`config.mk`:
```
export PLATFORM = sky130hd
export DESIGN_NAME = jtag
export DESIGN_NICKNAME = d
export VERILOG_FILES = /design/src/rtl/jtag_pkg.sv /design/src/rtl/jtag_tap_fsm.sv /design/src/rtl/jtag.sv
export SDC_FILE = /design/constraint.sdc
export NUM_CORES = 1
export LEC_CHECK = 0
export ABC_CLOCK_PERIOD_IN_PS = 2000
export CAP_MARGIN = 20
export CORE_MARGIN = 2
export CORE_UTILIZATION = 27
export DETAILED_ROUTE_END_ITERATION = 10
export PLACE_DENSITY = 0.43
export SLEW_MARGIN = 20
export SYNTH_ARGS = -nofsm -noshare
export SYNTH_HDL_FRONTEND = slang
export SYNTH_SLANG_ARGS = --single-unit
```
`constraint.sdc`:
```
create_clock -name TCK -period 2 [get_ports TCK]
set_input_delay 0.2 -clock TCK [delete_from_list [all_inputs] [get_ports TCK]]
set_output_delay 0.2 -clock TCK [all_outputs]
set_load 0.02 [all_outputs]
```
`src/rtl/jtag_pkg.sv`:
```
// Shared types and constants for the JTAG-to-AHB-Lite debug bridge.
// JTAG_IDCODE_EN selects whether the IDCODE register exists.
package jtag_pkg;

  localparam int REGISTER_SIZE = 32;
  localparam int IR_SIZE       = 4;
  localparam int STATE_SIZE    = 4;

  typedef enum logic [STATE_SIZE-1:0] {
    TAP_RESET    = 4'h0,
    TAP_IDLE     = 4'h1,
    TAP_SEL_DR   = 4'h2,
    TAP_CAP_DR   = 4'h3,
    TAP_SHIFT_DR = 4'h4,
    TAP_EX1_DR   = 4'h5,
    TAP_PAUSE_DR = 4'h6,
    TAP_EX2_DR   = 4'h7,
    TAP_UPD_DR   = 4'h8,
    TAP_SEL_IR   = 4'h9,
    TAP_CAP_IR   = 4'hA,
    TAP_SHIFT_IR = 4'hB,
    TAP_EX1_IR   = 4'hC,
    TAP_PAUSE_IR = 4'hD,
    TAP_EX2_IR   = 4'hE,
    TAP_UPD_IR   = 4'hF
  } tap_state_e;

  typedef enum logic [2:0] {
    DR_BYPASS,
    DR_IDCODE,
    DR_ADDR,
    DR_WDATA,
    DR_RDATA
  } dr_sel_e;

  typedef enum logic [1:0] {
    AHB_IDLE,
    AHB_ADDR,
    AHB_DATA
  } ahb_phase_e;

  localparam logic [IR_SIZE-1:0] OP_BYPASS = 4'b0000;
  localparam logic [IR_SIZE-1:0] OP_IDCODE = 4'b1000;
  localparam logic [IR_SIZE-1:0] OP_ADDR   = 4'b0100;
  localparam logic [IR_SIZE-1:0] OP_WDATA  = 4'b1100;
  localparam logic [IR_SIZE-1:0] OP_RDATA  = 4'b0010;

  localparam logic [REGISTER_SIZE-1:0] IDCODE_VALUE = 32'h1234_5677;

  localparam logic [1:0] HTRANS_IDLE   = 2'b00;
  localparam logic [1:0] HTRANS_NONSEQ = 2'b10;

`ifdef JTAG_IDCODE_EN
  localparam logic [IR_SIZE-1:0] OP_RESET = OP_IDCODE;
`else
  localparam logic [IR_SIZE-1:0] OP_RESET = OP_BYPASS;
`endif

  // Unknown opcodes fall back to the 1-bit bypass register.
  function automatic dr_sel_e decode_ir(input logic [IR_SIZE-1:0] ir);
    dr_sel_e sel;
    case (ir)
`ifdef JTAG_IDCODE_EN
      OP_IDCODE: sel = DR_IDCODE;
`endif
      OP_ADDR:   sel = DR_ADDR;
      OP_WDATA:  sel = DR_WDATA;
      OP_RDATA:  sel = DR_RDATA;
      default:   sel = DR_BYPASS;
    endcase
    return sel;
  endfunction

endpackage

```
`src/rtl/jtag_tap_fsm.sv`:
```
// 16-state IEEE 1149.1 TAP controller, advanced by TMS on rising TCK.
//
// state       | meaning
// TAP_RESET   | Test-Logic-Reset, instruction forced to default
// TAP_IDLE    | Run-Test/Idle
// TAP_SEL_*   | Select-DR/IR scan
// TAP_CAP_*   | Capture-DR/IR, parallel load of shift register
// TAP_SHIFT_* | Shift-DR/IR, TDI -> register -> TDO
// TAP_EX1_*   | Exit1-DR/IR
// TAP_PAUSE_* | Pause-DR/IR
// TAP_EX2_*   | Exit2-DR/IR
// TAP_UPD_*   | Update-DR/IR, action on the exiting edge
module jtag_tap_fsm
  import jtag_pkg::*;
(
  input  logic       TCK,
  input  logic       TRST_N,
  input  logic       TMS,
  output tap_state_e state_o
);

  tap_state_e state_q;

  always_ff @(posedge TCK or negedge TRST_N) begin
    if (!TRST_N) begin
      state_q <= TAP_RESET;
    end else begin
      case (state_q)
        TAP_RESET:    state_q <= TMS ? TAP_RESET    : TAP_IDLE;
        TAP_IDLE:     state_q <= TMS ? TAP_SEL_DR   : TAP_IDLE;
        TAP_SEL_DR:   state_q <= TMS ? TAP_SEL_IR   : TAP_CAP_DR;
        TAP_CAP_DR:   state_q <= TMS ? TAP_EX1_DR   : TAP_SHIFT_DR;
        TAP_SHIFT_DR: state_q <= TMS ? TAP_EX1_DR   : TAP_SHIFT_DR;
        TAP_EX1_DR:   state_q <= TMS ? TAP_UPD_DR   : TAP_PAUSE_DR;
        TAP_PAUSE_DR: state_q <= TMS ? TAP_EX2_DR   : TAP_PAUSE_DR;
        TAP_EX2_DR:   state_q <= TMS ? TAP_UPD_DR   : TAP_SHIFT_DR;
        TAP_UPD_DR:   state_q <= TMS ? TAP_SEL_DR   : TAP_IDLE;
        TAP_SEL_IR:   state_q <= TMS ? TAP_RESET    : TAP_CAP_IR;
        TAP_CAP_IR:   state_q <= TMS ? TAP_EX1_IR   : TAP_SHIFT_IR;
        TAP_SHIFT_IR: state_q <= TMS ? TAP_EX1_IR   : TAP_SHIFT_IR;
        TAP_EX1_IR:   state_q <= TMS ? TAP_UPD_IR   : TAP_PAUSE_IR;
        TAP_PAUSE_IR: state_q <= TMS ? TAP_EX2_IR   : TAP_PAUSE_IR;
        TAP_EX2_IR:   state_q <= TMS ? TAP_UPD_IR   : TAP_SHIFT_IR;
        TAP_UPD_IR:   state_q <= TMS ? TAP_SEL_DR   : TAP_IDLE;
        default:      state_q <= TAP_RESET;
      endcase
    end
  end

  assign state_o = state_q;

endmodule

```
`src/rtl/jtag.sv`:
```
// JTAG TAP with IR/DR scan chains and a single-transfer AHB-Lite master, all on TCK.
// JTAG_IDCODE_EN enables the IDCODE register; otherwise opcode 4'b1000 acts as BYPASS.
module jtag
  import jtag_pkg::*;
(
  input  logic                     TCK,
  input  logic                     TRST_N,
  input  logic                     TMS,
  input  logic                     TDI,
  output logic                     TDO,
  input  logic                     HREADY,
  input  logic [REGISTER_SIZE-1:0] HRDATA,
  input  logic                     HRESP,
  output logic                     HWRITE,
  output logic [1:0]               HTRANS,
  output logic [REGISTER_SIZE-1:0] HWDATA,
  output logic [REGISTER_SIZE-1:0] HADDR
);

  tap_state_e tap_state;

  logic [IR_SIZE-1:0]       ir_q;
  logic [IR_SIZE-1:0]       ir_sh_q;
  logic [REGISTER_SIZE-1:0] dr_sh_q;
  logic                     bypass_q;
  logic [REGISTER_SIZE-1:0] addr_q;
  logic [REGISTER_SIZE-1:0] wdata_q;
  logic [REGISTER_SIZE-1:0] rbuf_q;
  logic                     err_q;
  ahb_phase_e               phase_q;
  logic [1:0]               htrans_q;
  logic                     hwrite_q;
  logic                     tdo_q;

  dr_sel_e                  dr_sel;
  logic [REGISTER_SIZE-1:0] capture_val;
  logic                     xfer_req;
  logic                     busy;

  jtag_tap_fsm u_fsm (
    .TCK     (TCK),
    .TRST_N  (TRST_N),
    .TMS     (TMS),
    .state_o (tap_state)
  );

  assign dr_sel   = decode_ir(ir_q);
  assign busy     = (phase_q != AHB_IDLE);
  assign xfer_req = (tap_state == TAP_UPD_DR) &&
                    ((dr_sel == DR_WDATA) || (dr_sel == DR_RDATA));

  always_comb begin
    capture_val = '0;
    case (dr_sel)
      DR_IDCODE: capture_val = IDCODE_VALUE;
      DR_ADDR:   capture_val = addr_q;
      DR_WDATA:  capture_val = wdata_q;
      DR_RDATA:  capture_val = rbuf_q;
      default:   capture_val = '0;
    endcase
  end

  always_ff @(posedge TCK or negedge TRST_N) begin
    if (!TRST_N) begin
      ir_q     <= OP_RESET;
      ir_sh_q  <= '0;
      dr_sh_q  <= '0;
      bypass_q <= 1'b0;
      addr_q   <= '0;
      wdata_q  <= '0;
      rbuf_q   <= '0;
      err_q    <= 1'b0;
      phase_q  <= AHB_IDLE;
      htrans_q <= HTRANS_IDLE;
      hwrite_q <= 1'b0;
    end else begin
      case (tap_state)
        TAP_RESET: ir_q <= OP_RESET;
        TAP_CAP_IR: begin
          ir_sh_q <= {1'b0, err_q, 2'b01};
          err_q   <= 1'b0;
        end
        TAP_SHIFT_IR: ir_sh_q <= {TDI, ir_sh_q[IR_SIZE-1:1]};
        TAP_UPD_IR:   ir_q    <= ir_sh_q;
        TAP_CAP_DR: begin
          bypass_q <= 1'b0;
          dr_sh_q  <= capture_val;
        end
        TAP_SHIFT_DR: begin
          bypass_q <= TDI;
          dr_sh_q  <= {TDI, dr_sh_q[REGISTER_SIZE-1:1]};
        end
        TAP_UPD_DR: begin
          if (dr_sel == DR_ADDR) addr_q <= dr_sh_q;
          if ((dr_sel == DR_WDATA) && !busy) wdata_q <= dr_sh_q;
        end
        default: ;
      endcase

      // Error-setting assignments come after the Capture-IR clear so they win.
      if (tap_state == TAP_RESET) begin
        phase_q  <= AHB_IDLE;
        htrans_q <= HTRANS_IDLE;
        hwrite_q <= 1'b0;
      end else begin
        case (phase_q)
          AHB_IDLE: begin
            if (xfer_req) begin
              phase_q  <= AHB_ADDR;
              htrans_q <= HTRANS_NONSEQ;
              hwrite_q <= (dr_sel == DR_WDATA);
            end
          end
          AHB_ADDR: begin
            if (xfer_req) err_q <= 1'b1;
            if (HREADY) begin
              phase_q  <= AHB_DATA;
              htrans_q <= HTRANS_IDLE;
            end
          end
          AHB_DATA: begin
            if (xfer_req || HRESP) err_q <= 1'b1;
            if (HREADY) begin
              phase_q  <= AHB_IDLE;
              hwrite_q <= 1'b0;
              if (!hwrite_q) rbuf_q <= HRDATA;
            end
          end
          default: begin
            phase_q  <= AHB_IDLE;
            htrans_q <= HTRANS_IDLE;
            hwrite_q <= 1'b0;
          end
        endcase
      end
    end
  end

  always_ff @(negedge TCK or negedge TRST_N) begin
    if (!TRST_N) begin
      tdo_q <= 1'b0;
    end else if (tap_state == TAP_SHIFT_IR) begin
      tdo_q <= ir_sh_q[0];
    end else if (tap_state == TAP_SHIFT_DR) begin
      tdo_q <= (dr_sel == DR_BYPASS) ? bypass_q : dr_sh_q[0];
    end else begin
      tdo_q <= 1'b0;
    end
  end

  assign TDO    = tdo_q;
  assign HTRANS = htrans_q;
  assign HWRITE = hwrite_q;
  assign HADDR  = addr_q;
  assign HWDATA = wdata_q;

endmodule

```
==> run summary <==
Count of final hold-check violations = 0
Die Y = 157 µm
CTS tree = done
Area occupied by multi-input gates = 0.00253 mm²
Skew-Pair Late Insertion Delay = 0.42 ns
Detailed-route wire length per cell = 20.1 µm
Yosys top cell by area = dfrtp_1
Flop-to-flop setup slack = -0.31 ns
Worst r2r dst = TDO
Hold Path Class = input pin to register
Post-synth ARST share = 1.00
Count of different cell masters after synthesis = 44
CTS clock-pin slew for the worst setup and hold paths = 0.07 ns
Number of diodes = 0
Largest net degree at the start of global routing = 147
Via count = 4686
Cell Area, Placed = 0.00795 mm²
Worst-margin pin slew = 0.839 ns
Crit path capture type = register
Routability cong. = 0.813
Cells after synthesis = 483
Tot Pwr = 0.00961 W
Tot GR Track Use = 0.154
Startpoint types = register
Seq. cell area = 0.00368 mm²
Worst vdd ir = 534 µV
Initial antenna violation count = 0
TritonRoute pass-1 iters = 6
Setup violators final = 2
H-tree depth = 4
Failing checks = setup timing
CTS root buf = clkbuf_16
Share of layout cells above drive strength 1 = 0.300
R2R depth = 4
Post-synth EDFFs = 0
Top FF cell, synth = dfrtp_1
Site row count = 55
Critical path class = register to register
Initial Utilization = 0.277
Most common cell after layout, fill and taps aside = dfrtp_1
Post-route antenna net violation count = 0
Worst Setup SP = ir_q[3]
# clock sinks = 147
Final WL = 18700 µm
Final net count = 649
Hold Slack = 0.386 ns
Final Max Tran Viols = 0
First-pass GRT wire length = 28800 µm
Vias in the first global route = 5060
Remaining DRCs = 0
Filler cells = 2181
Finished Layout Cells = 934
Top post-synthesis cells by area = dfrtp_1 58%, mux2_2 17%, a222oi_1 5.1%
CTS Buffer Depth = 2
Grt total ovfl = 0
Crit Path Max Fanout = 2
Syn avg cell area = 13.0 µm²
WP data arrival = 1.54 ns
Area share of the largest cell type after synthesis = 0.580
Core footprint = 0.0228 mm²
Worst slew margin = 0.441
Inserted Clock Buffers = 17
Die X = 157 µm
Most frequent cells in the layout = 145 x dfrtp_1, 102 x clkdlybuf4s50_1, 97 x mux2_2, 40 x o21ai_0, 33 x a22oi_1
Final Cell Area = 0.00868 mm²
Syn_nets = 524
Cell total after placement = 897
RSZ-0062 raised after global routing = true
Critical path's slowest cell = or3b_4
Number of synthesized register bits = 147
Worst Setup EP = TDO
Cell area after synthesis = 0.00630 mm²
Vias per cell = 5.02
WHS Path Cells = 2
Worst reg2reg path startpoint = ir_q[3]
Synthesis warning total = 0
Crit path cell chain = or3b_4 -> a21oi_2 -> nand3b_1 -> nand3_1
Setup WS post-layout = -0.312 ns
Pwr Density = 1110 mW/mm²
I/O Buffers = 104
Post-DP HPWL = 11300 µm
Max_cap viols = 0
1st-iter DRT viols = 346
# IOs = 106
WP data required = 1.23 ns
Clock Skews = 0.0228 ns
P_leak = 3.69 nW
Die Area = 0.0246 mm²
Sequential share of the synthesized area = 0.584
Status = complete, but fails checks
Area Overhead vs Synth = 37.8%
Worst path max stage delay = 0.40 ns
==> Yosys cell counts, drive strengths merged, types with 4 or more instances <==
cell	count
a211oi	4
a21oi	14
a222oi	32
a22oi	33
buf	13
clkbuf	24
dfrtp	146
inv	7
mux2	97
nand2	11
nand3	5
nand4	4
nor2	9
o21ai	44
o22ai	4
==> critical path, delay by kind of cell (launching register included) <==
kind	cells	cell delay (ns)
compound gates	1	0.14
flops	1	0.38
simple gates	3	0.60
==> per-layer routing <==
| layer | global-route usage | vias up | part of all wire |
|---|---|---|---|
| li1 | - | 2109 | - |
| met3 | 0.0424 | 11 | 0.050 |
| met2 | 0.244 | 124 | 0.47 |
| met5 | 0 | - | 0 |
| met1 | 0.204 | 2442 | 0.47 |
| met4 | 0.0450 | 0 | 0.0097 |
==> repair_timing <==
action	in CTS	in global routing
pin swaps	0	1
endpoints found under the hold margin	92	0
endpoints found under the setup margin	2	71
resized for setup	6	13
gates cloned	0	3
buffers inserted	0	1
hold buffers	1	0
==> how the worst min path moves through the flow <==
stage	start	end	slack, ns
final	HRDATA[15]	rbuf_q[15]	0.39
after global routing	HRDATA[14]	rbuf_q[14]	0.36
after CTS	HRDATA[15]	rbuf_q[15]	0.37
after detailed placement	TRST_N	HWDATA[25]	0.43
after global placement	TRST_N	HWDATA[26]	0.43
after floorplan	TRST_N	HADDR[0]	-0.1
==> cell type report <==
cell class | instances | share of cell area
Inverter | 7 | 0.00303
Tap cell | 313 | 0.0451
Sequential cell | 147 | 0.424
Clock inverter | 14 | 0.0166
Multi-Input combinational cell | 292 | 0.292
Clock buffer | 18 | 0.0506
Timing Repair Buffer | 143 | 0.169
==> flip-flops by register name (all words and copies together), names as in the netlist <==
register / count
HADDR: 32
HTRANS: 1
HWDATA: 32
HWRITE: 1
TDO: 1
bypass_q: 1
dr_sh_q: 32
err_q: 1
ir_q: 4
ir_sh_q: 4
phase_q: 2
rbuf_q: 32
u_fsm.state_o: 4
==> where the power goes <==
| group | internal (W) | switching [W] | leakage [nW] |
|---|---|---|---|
| registers | 0.00352 | 0.000396 | 1.97 |
| logic | 0.00115 | 0.00135 | 1.44 |
| clock network | 0.00179 | 0.00140 | 0.280 |
==> logic make-up (layout without fill, tap and decap cells) <==
logic type / Yosys count / after routing / share of synthesized area
flops: 147 / 147 / 0.584
compound gates: 139 / 139 / 0.157
mux: 98 / 98 / 0.175
simple gates: 50 / 50 / 0.0467
buf+inv: 44 / 182 / 0.0292
fa+ha+maj: 3 / 3 / 0.00596
other cells: 1 / 1 / 0.000595
xor+xnor: 1 / 1 / 0.00139
==> through the flow <==
| step | utilization | setup WS, ns | setup TNS (ns) |
|---|---|---|---|
| 2_1_floorplan | - | -0.314 | -0.314 |
| 3_3_place_gp | 0.349 | -0.256 | -0.449 |
| 3_5_place_dp | 0.349 | -0.297 | -0.469 |
| 4_1_cts | 0.375 | -0.340 | -0.471 |
| 5_1_grt | 0.381 | -0.391 | -0.540 |
| 6_report | 0.381 | -0.312 | -0.426 |
No activity file was read; power rests on OpenSTA's default activity.
